$ cat src/rtl/micro_sequencer_pkg.sv
// ucode_pkg: micro-address encodings, control-word layout and the control-store ROM.
// Build option: MICROSEQ_ILLEGAL_TRAP_EN turns the HALT entry into a self-loop trap.
package ucode_pkg;

   typedef logic [3:0] uaddr_t;

   localparam uaddr_t UA_FETCH     = 4'd0;
   localparam uaddr_t UA_DECODE    = 4'd1;
   localparam uaddr_t UA_MEMADR    = 4'd2;
   localparam uaddr_t UA_MEMREAD   = 4'd3;
   localparam uaddr_t UA_MEMWB     = 4'd4;
   localparam uaddr_t UA_MEMWRITE  = 4'd5;
   localparam uaddr_t UA_EXEC_R    = 4'd6;
   localparam uaddr_t UA_EXEC_I    = 4'd7;
   localparam uaddr_t UA_ALUWB     = 4'd8;
   localparam uaddr_t UA_BRANCH    = 4'd9;
   localparam uaddr_t UA_HALT      = 4'd10;
   localparam uaddr_t UA_RESERVED  = 4'hD;
   localparam uaddr_t UA_DISPATCH1 = 4'hE;
   localparam uaddr_t UA_DISPATCH2 = 4'hF;

   // MSB first, exactly the control_word bit order
   typedef struct packed {
      logic       next_pc;
      logic       reg_w;
      logic       mem_w;
      logic       ir_write;
      logic       adr_src;
      logic [1:0] result_src;
      logic       alu_src_a;
      logic [1:0] alu_src_b;
      logic       branch;
      logic       alu_op;
      uaddr_t     next_adr;
   } cw_t;

   // Control store contents; unused addresses read 0 and so fall back to FETCH
   function automatic cw_t ucode_rom(input uaddr_t a);
      logic [15:0] w;
      case (a)
         UA_FETCH:    w = 16'h9581;
         UA_DECODE:   w = 16'h058E;
         UA_MEMADR:   w = 16'h004F;
         UA_MEMREAD:  w = 16'h0804;
         UA_MEMWB:    w = 16'h4200;
         UA_MEMWRITE: w = 16'h2800;
         UA_EXEC_R:   w = 16'h0018;
         UA_EXEC_I:   w = 16'h0058;
         UA_ALUWB:    w = 16'h4000;
         UA_BRANCH:   w = 16'h0460;
`ifdef MICROSEQ_ILLEGAL_TRAP_EN
         UA_HALT:     w = 16'h000A;
`else
         UA_HALT:     w = 16'h0000;
`endif
         default:     w = 16'h0000;
      endcase
      return cw_t'(w);
   endfunction

endpackage

$ cat src/rtl/micro_sequencer_dispatch.sv
// micro_dispatch: resolves the nextAdr field, including the Decode and MemAdr dispatches.
// Build option: MICROSEQ_ILLEGAL_TRAP_EN sends op=11 to HALT instead of FETCH.
module micro_dispatch
   import ucode_pkg::*;
(
   input  uaddr_t     next_adr,
   input  logic [1:0] op,
   input  logic       funct_i,
   input  logic       funct_l,
   output uaddr_t     resolved
);

   // Direct jumps pass through; the two dispatch codes decode the instruction
   always_comb begin
      resolved = next_adr;
      case (next_adr)
         UA_DISPATCH1: begin
            case (op)
               2'b00:   resolved = funct_i ? UA_EXEC_I : UA_EXEC_R;
               2'b01:   resolved = UA_MEMADR;
               2'b10:   resolved = UA_BRANCH;
`ifdef MICROSEQ_ILLEGAL_TRAP_EN
               default: resolved = UA_HALT;
`else
               default: resolved = UA_FETCH;
`endif
            endcase
         end
         UA_DISPATCH2: resolved = funct_l ? UA_MEMREAD : UA_MEMWRITE;
         UA_RESERVED:  resolved = UA_FETCH;
         default:      resolved = next_adr;
      endcase
   end

endmodule

$ cat src/rtl/micro_sequencer.sv
// micro_sequencer: micro-PC register, control-store read, stall/reset masking, retire pulse.
// Build option: MICROSEQ_ILLEGAL_TRAP_EN adds the HALT trap and the illegal_op port.
module micro_sequencer
   import ucode_pkg::*;
#(
   parameter int UADDR_W = 4,
   parameter int CW_W    = 16
) (
   input  logic               clk,
   input  logic               reset,
   input  logic [1:0]         op,
   input  logic               funct_i,
   input  logic               funct_l,
   input  logic               stall,
`ifdef MICROSEQ_ILLEGAL_TRAP_EN
   output logic               illegal_op,
`endif
   output logic [CW_W-1:0]    control_word,
   output logic [UADDR_W-1:0] upc,
   output logic               retire
);

   // Write enables that must not fire while memory holds the sequencer
   localparam logic [15:0] STALL_KEEP = 16'h0FDF;

   uaddr_t upc_q, upc_d, resolved;
   cw_t    rom_word;

   assign rom_word = ucode_rom(upc_q);

   micro_dispatch u_dispatch (
      .next_adr (rom_word.next_adr),
      .op       (op),
      .funct_i  (funct_i),
      .funct_l  (funct_l),
      .resolved (resolved)
   );

   // State register: uPC, synchronous reset to FETCH
   always_ff @(posedge clk) begin
      if (reset) upc_q <= UA_FETCH;
      else       upc_q <= upc_d;
   end

   // Next state: hold under stall, otherwise follow the resolved address
   always_comb begin
      upc_d = stall ? upc_q : resolved;
   end

   // Outputs: masked control word, retire on the final micro-op of an instruction
   always_comb begin
      control_word = '0;
      upc          = '0;
      retire       = 1'b0;
      if (!reset) begin
         upc          = upc_q;
         control_word = stall ? (rom_word & STALL_KEEP) : rom_word;
         retire       = !stall && (resolved == UA_FETCH) &&
                        (upc_q == UA_MEMWB  || upc_q == UA_MEMWRITE ||
                         upc_q == UA_ALUWB  || upc_q == UA_BRANCH   ||
                         upc_q == UA_DECODE);
      end
   end

`ifdef MICROSEQ_ILLEGAL_TRAP_EN
   // Trap indicator follows the HALT state directly
   always_comb begin
      illegal_op = !reset && (upc_q == UA_HALT);
   end
`endif

endmodule

$ cat config.mk
export PLATFORM = sky130hd
export DESIGN_NAME = micro_sequencer
export DESIGN_NICKNAME = d
export VERILOG_FILES = /design/src/rtl/micro_sequencer_pkg.sv /design/src/rtl/micro_sequencer_dispatch.sv /design/src/rtl/micro_sequencer.sv
export SDC_FILE = /design/constraint.sdc
export NUM_CORES = 1
export LEC_CHECK = 0
export BUFFER_PORTS_ARGS = -buffer_cell sky130_fd_sc_hd__buf_2
export CORE_ASPECT_RATIO = 1.5
export CORE_UTILIZATION = 45
export CTS_CLUSTER_SIZE = 40
export DETAILED_ROUTE_END_ITERATION = 12
export MAX_ROUTING_LAYER = met4
export PLACE_DENSITY = 0.74
export SLEW_MARGIN = 20
export SYNTH_ARGS = -nofsm -noshare
export SYNTH_HDL_FRONTEND = slang
export SYNTH_SLANG_ARGS = --single-unit
$ cat constraint.sdc
create_clock -name clk -period 2 [get_ports clk]
set_clock_uncertainty 0.2 [all_clocks]
set_input_delay 0.1 -clock clk [delete_from_list [all_inputs] [get_ports clk]]
set_output_delay 0.1 -clock clk [all_outputs]
set_load 0.005 [all_outputs]
==> results by group <==
Synthesis
  – Commonest register cell after synthesis: dfxtp_1
  – Seq/Total Area, Yosys: 38.30%
  – Number of distinct library cells after synthesis: 35
  – FF+latch count, synth: 18
  – Ys Warns: 0
  – Avg Cell Area, Syn: 8.477 um^2
  – Mapped Cells: approximately 110
  – EDFF count, synth: 0
  – Post-Syn Nets: 121
  – Mapped Area: 940.9 um^2
  – Post-synthesis async set-or-reset flop share: 0%

Pwr
  – Power Density: 829.5 mW/mm^2
  – Clock power frac: 22.8%
  – Flop pwr share: 45.9%
  – NetSw: between 0.3 and 0.4 mW
  – Overall power: 1.007 mW
  – Logic pwr share: between 30% and 40%
  – Worst vdd ir: 0.0005051 V
  – Pleak: 0.5700 nW
  – Sw Ratio: 32.15%
  – Int Power: 0.6830 mW

Critical path
  – RR Startpoint: rom_word[3]$_SDFF_PP0_
  – Critical path type: register to register
  – Worst Path Required: roughly 2.0 ns
  – Highest net fanout along the worst path: 5
  – R2R cell count: 7
  – Crit path from: rom_word[3]$_SDFF_PP0_
  – CP max stage cell: or4b_4
  – CP max stage delay: 0.48 ns
  – Crit path capture type: register
  – Worst path cell trace: and3b_2, o2111ai_1, o311a_1, nor2_2, ha_1, or4b_4, o221ai_1
  – CP Data Arrival Time: 2.00 ns
  – Worst Setup Start Kind: register
  – RR Endpoint: rom_word[6]$_DFF_P_
  – Reg-to-reg slack, setup: ~0.012 ns

Hold path
  – Min-Delay Path Class: input pin to register
  – Hold Path Origin: op[1]
  – Hold depth: 3
  – Hold endpoint: upc_q[1]$_SDFFE_PP0N_

Timing
  – Hold Vio Cnt, Final: 0
  – Unrepaired setup endpoints after global routing: yes
  – Final Worst Setup Slack: roughly 0.012 ns
  – Total Neg Setup Slack: 0 ns
  – Endpoints failing setup: 0
  – FMAX: 503.1 MHz
  – Final worst path period share: 99.39%
  – Slew @ Worst Pin: 0.3136 ns
  – Rel. slew slack: about four fifths
  – Min Tclk post-route: ~2.0 ns
  – Max Slew Vio Count: 0

Finish
  – Most common cell after layout, fill and taps aside: buf_2
  – Layout area overhead: 28.99%
  – Most frequent cells in the layout: buf_2, nor2b_1, dfxtp_1, nor2_1, buf_4
  – Fill cell count: 177
  – Final std cells w/o fill: 169
  – Diodes inserted: 0
  – Final net count: 159
  – Layout cells sized above 1: 35.81%

Floorplan
  – Die span in x: 39.34 um
  – Row cnt: 19
  – I/O pins: 28
  – CORE AREA: 0.001902 mm^2
  – Initial core utilization: 49.47%
  – DIE AREA: 0.002282 mm^2
  – Die height: 58.01 um

CTS
  – Clock transition at path regs: 0.12 ns
  – Clock sink total: 18
  – Worst-Skew Late Latency: 0.30 ns
  – Root Driver: clkbuf_4
  – CTS buffer count: 3
  – CTS Buffer Depth: 2
  – CTS tree: done
  – Htree depth: 1

Placed design
  – PortBufs: 27
  – RePlAce Congestion: 0.8603
  – Pre-CTS setup slack: 0.007729 ns
  – DP HPWL: around 1500 um
  – Number of instances in the placed design: about 160

Run
  – Max-cap violations: 0

Global routing
  – Initial antenna violation count: 0
  – Remaining global-route overflow: 0
  – Vias in the first global route: 793
  – Largest net degree at the start of global routing: 22
  – Global-route wire length before repair: 3298 um
  – GRT Resource Usage Total: about a fifth

Status
  – Status: finished, final reports clean

Routing
  – Starting DRT DRC Count: 32
  – Routed WL: roughly 2100 um
  – DR WL/cell: between 10 and 15 um
  – DRC errors left: 0
  – Vias per cell: 5.414
  – Pre-Repair DR Iteration Count: 4
  – Via count: 915
  – Post-DRT Antenna Nets: 0
==> flip-flops by register name (all words and copies together) (netlist names) <==
| signal | count |
|---|---|
| rom_word | 14 |
| upc_q | 4 |
==> synthesized netlist by cell type, types with 2 or more instances <==
library cell / count / area (um^2)
nor2b_1: 14 / 87.58
dfxtp_1: 18 / 360.4
nor2_1: 14 / 52.55
nor3b_1: 3 / 22.52
nand2b_1: 3 / 18.77
inv_1: 7 / 26.28
buf_4: 2 / 15.01
and2_1: 4 / 25.02
nor3_1: 3 / 15.01
o21ai_0: 3 / 15.01
nand2_1: 7 / 26.28
clkbuf_1: 2 / 7.510
a21oi_1: 6 / 30.03
ha_1: 3 / 37.54
mux2i_1: 2 / 20.02
==> critical path, delay by kind of cell (launching register included) <==
family,cells,cell delay (ns)
flops,1,0.39
fa+ha+maj,1,0.16
simple gates,3,0.79
compound gates,3,0.36
==> routing by layer <==
layer	vias up	share of wire (%)	routed length, um	GRT usage [%]
li1	451	-	-	-
met4	0	2.1	44	10.84
met3	4	4.1	86	3.448
met2	34	53	1116	33.57
met5	-	0	0	-
met1	426	41	875	24.02
==> power by group through the flow <==
stage / registers (mW) / logic [mW] / clock network [mW]
floorplan: 0.449 / 0.200 / 0
global placement: 0.457 / 0.293 / 0
detailed placement: 0.462 / 0.298 / 0
CTS: 0.456 / 0.303 / 0.226
global route: 0.469 / 0.347 / 0.249
finish: 0.463 / 0.314 / 0.230
==> worst max path at each step <==
stage	slack, ns	to	cells after the start
6_report	0.01	rom_word[6]$_DFF_P_	7
5_1_grt	-0.05	rom_word[6]$_DFF_P_	7
4_1_cts	0.02	rom_word[10]$_DFF_P_	7
3_5_place_dp	0.008	rom_word[10]$_DFF_P_	7
3_3_place_gp	0.06	rom_word[6]$_DFF_P_	7
2_1_floorplan	0.0002	rom_word[6]$_DFF_P_	7
==> what timing repair did <==
item | 4_1_cts | 5_1_grt
setup endpoints to repair | 2 | 5
pin swaps | 0 | 2
resized for setup | 2 | 5
hold buffers | 2 | 0
buffers inserted | 0 | 1
endpoints found under the hold margin | 2 | 0
==> final cells by class <==
cell class / count / area [um^2] / area share, %
clock buffers: 4 / 36.28 / 2.990
flip-flops and latches: 18 / 367.9 / 30.31
well taps: 21 / 26.28 / 2.165
repair buffers: 39 / 230.2 / 18.97
inverters: 8 / 30.03 / 2.474
multi-input cells: 79 / 523.0 / 43.09
==> cell families after synthesis <==
| logic type | after synthesis | synth area share [%] |
|---|---|---|
| multiplexers | 3 | 3.324 |
| flip-flops | 18 | 38.30 |
| adder cells (fa/ha/maj) | 3 | 3.990 |
| AND/OR/NAND/NOR | 53 | 30.59 |
| XOR/XNOR | 1 | 0.9310 |
| AO/OA/AOI/OAI | 19 | 15.69 |
| buffers and inverters | 14 | 7.180 |
==> metrics by stage <==
| step | util, % | area, um^2 | hold slack (ns) |
|---|---|---|---|
| floorplan | - | 947.2 | 0.03999 |
| CTS | 62.96 | 1197 | 0.02850 |
| detailed placement | 59.87 | 1139 | 0.2733 |
| global placement | 59.87 | 1139 | 0.2756 |
| global route | 63.82 | 1214 | 0.05463 |
| finish | 63.82 | 1214 | 0.02520 |
Power figures use the tool's default switching activity.
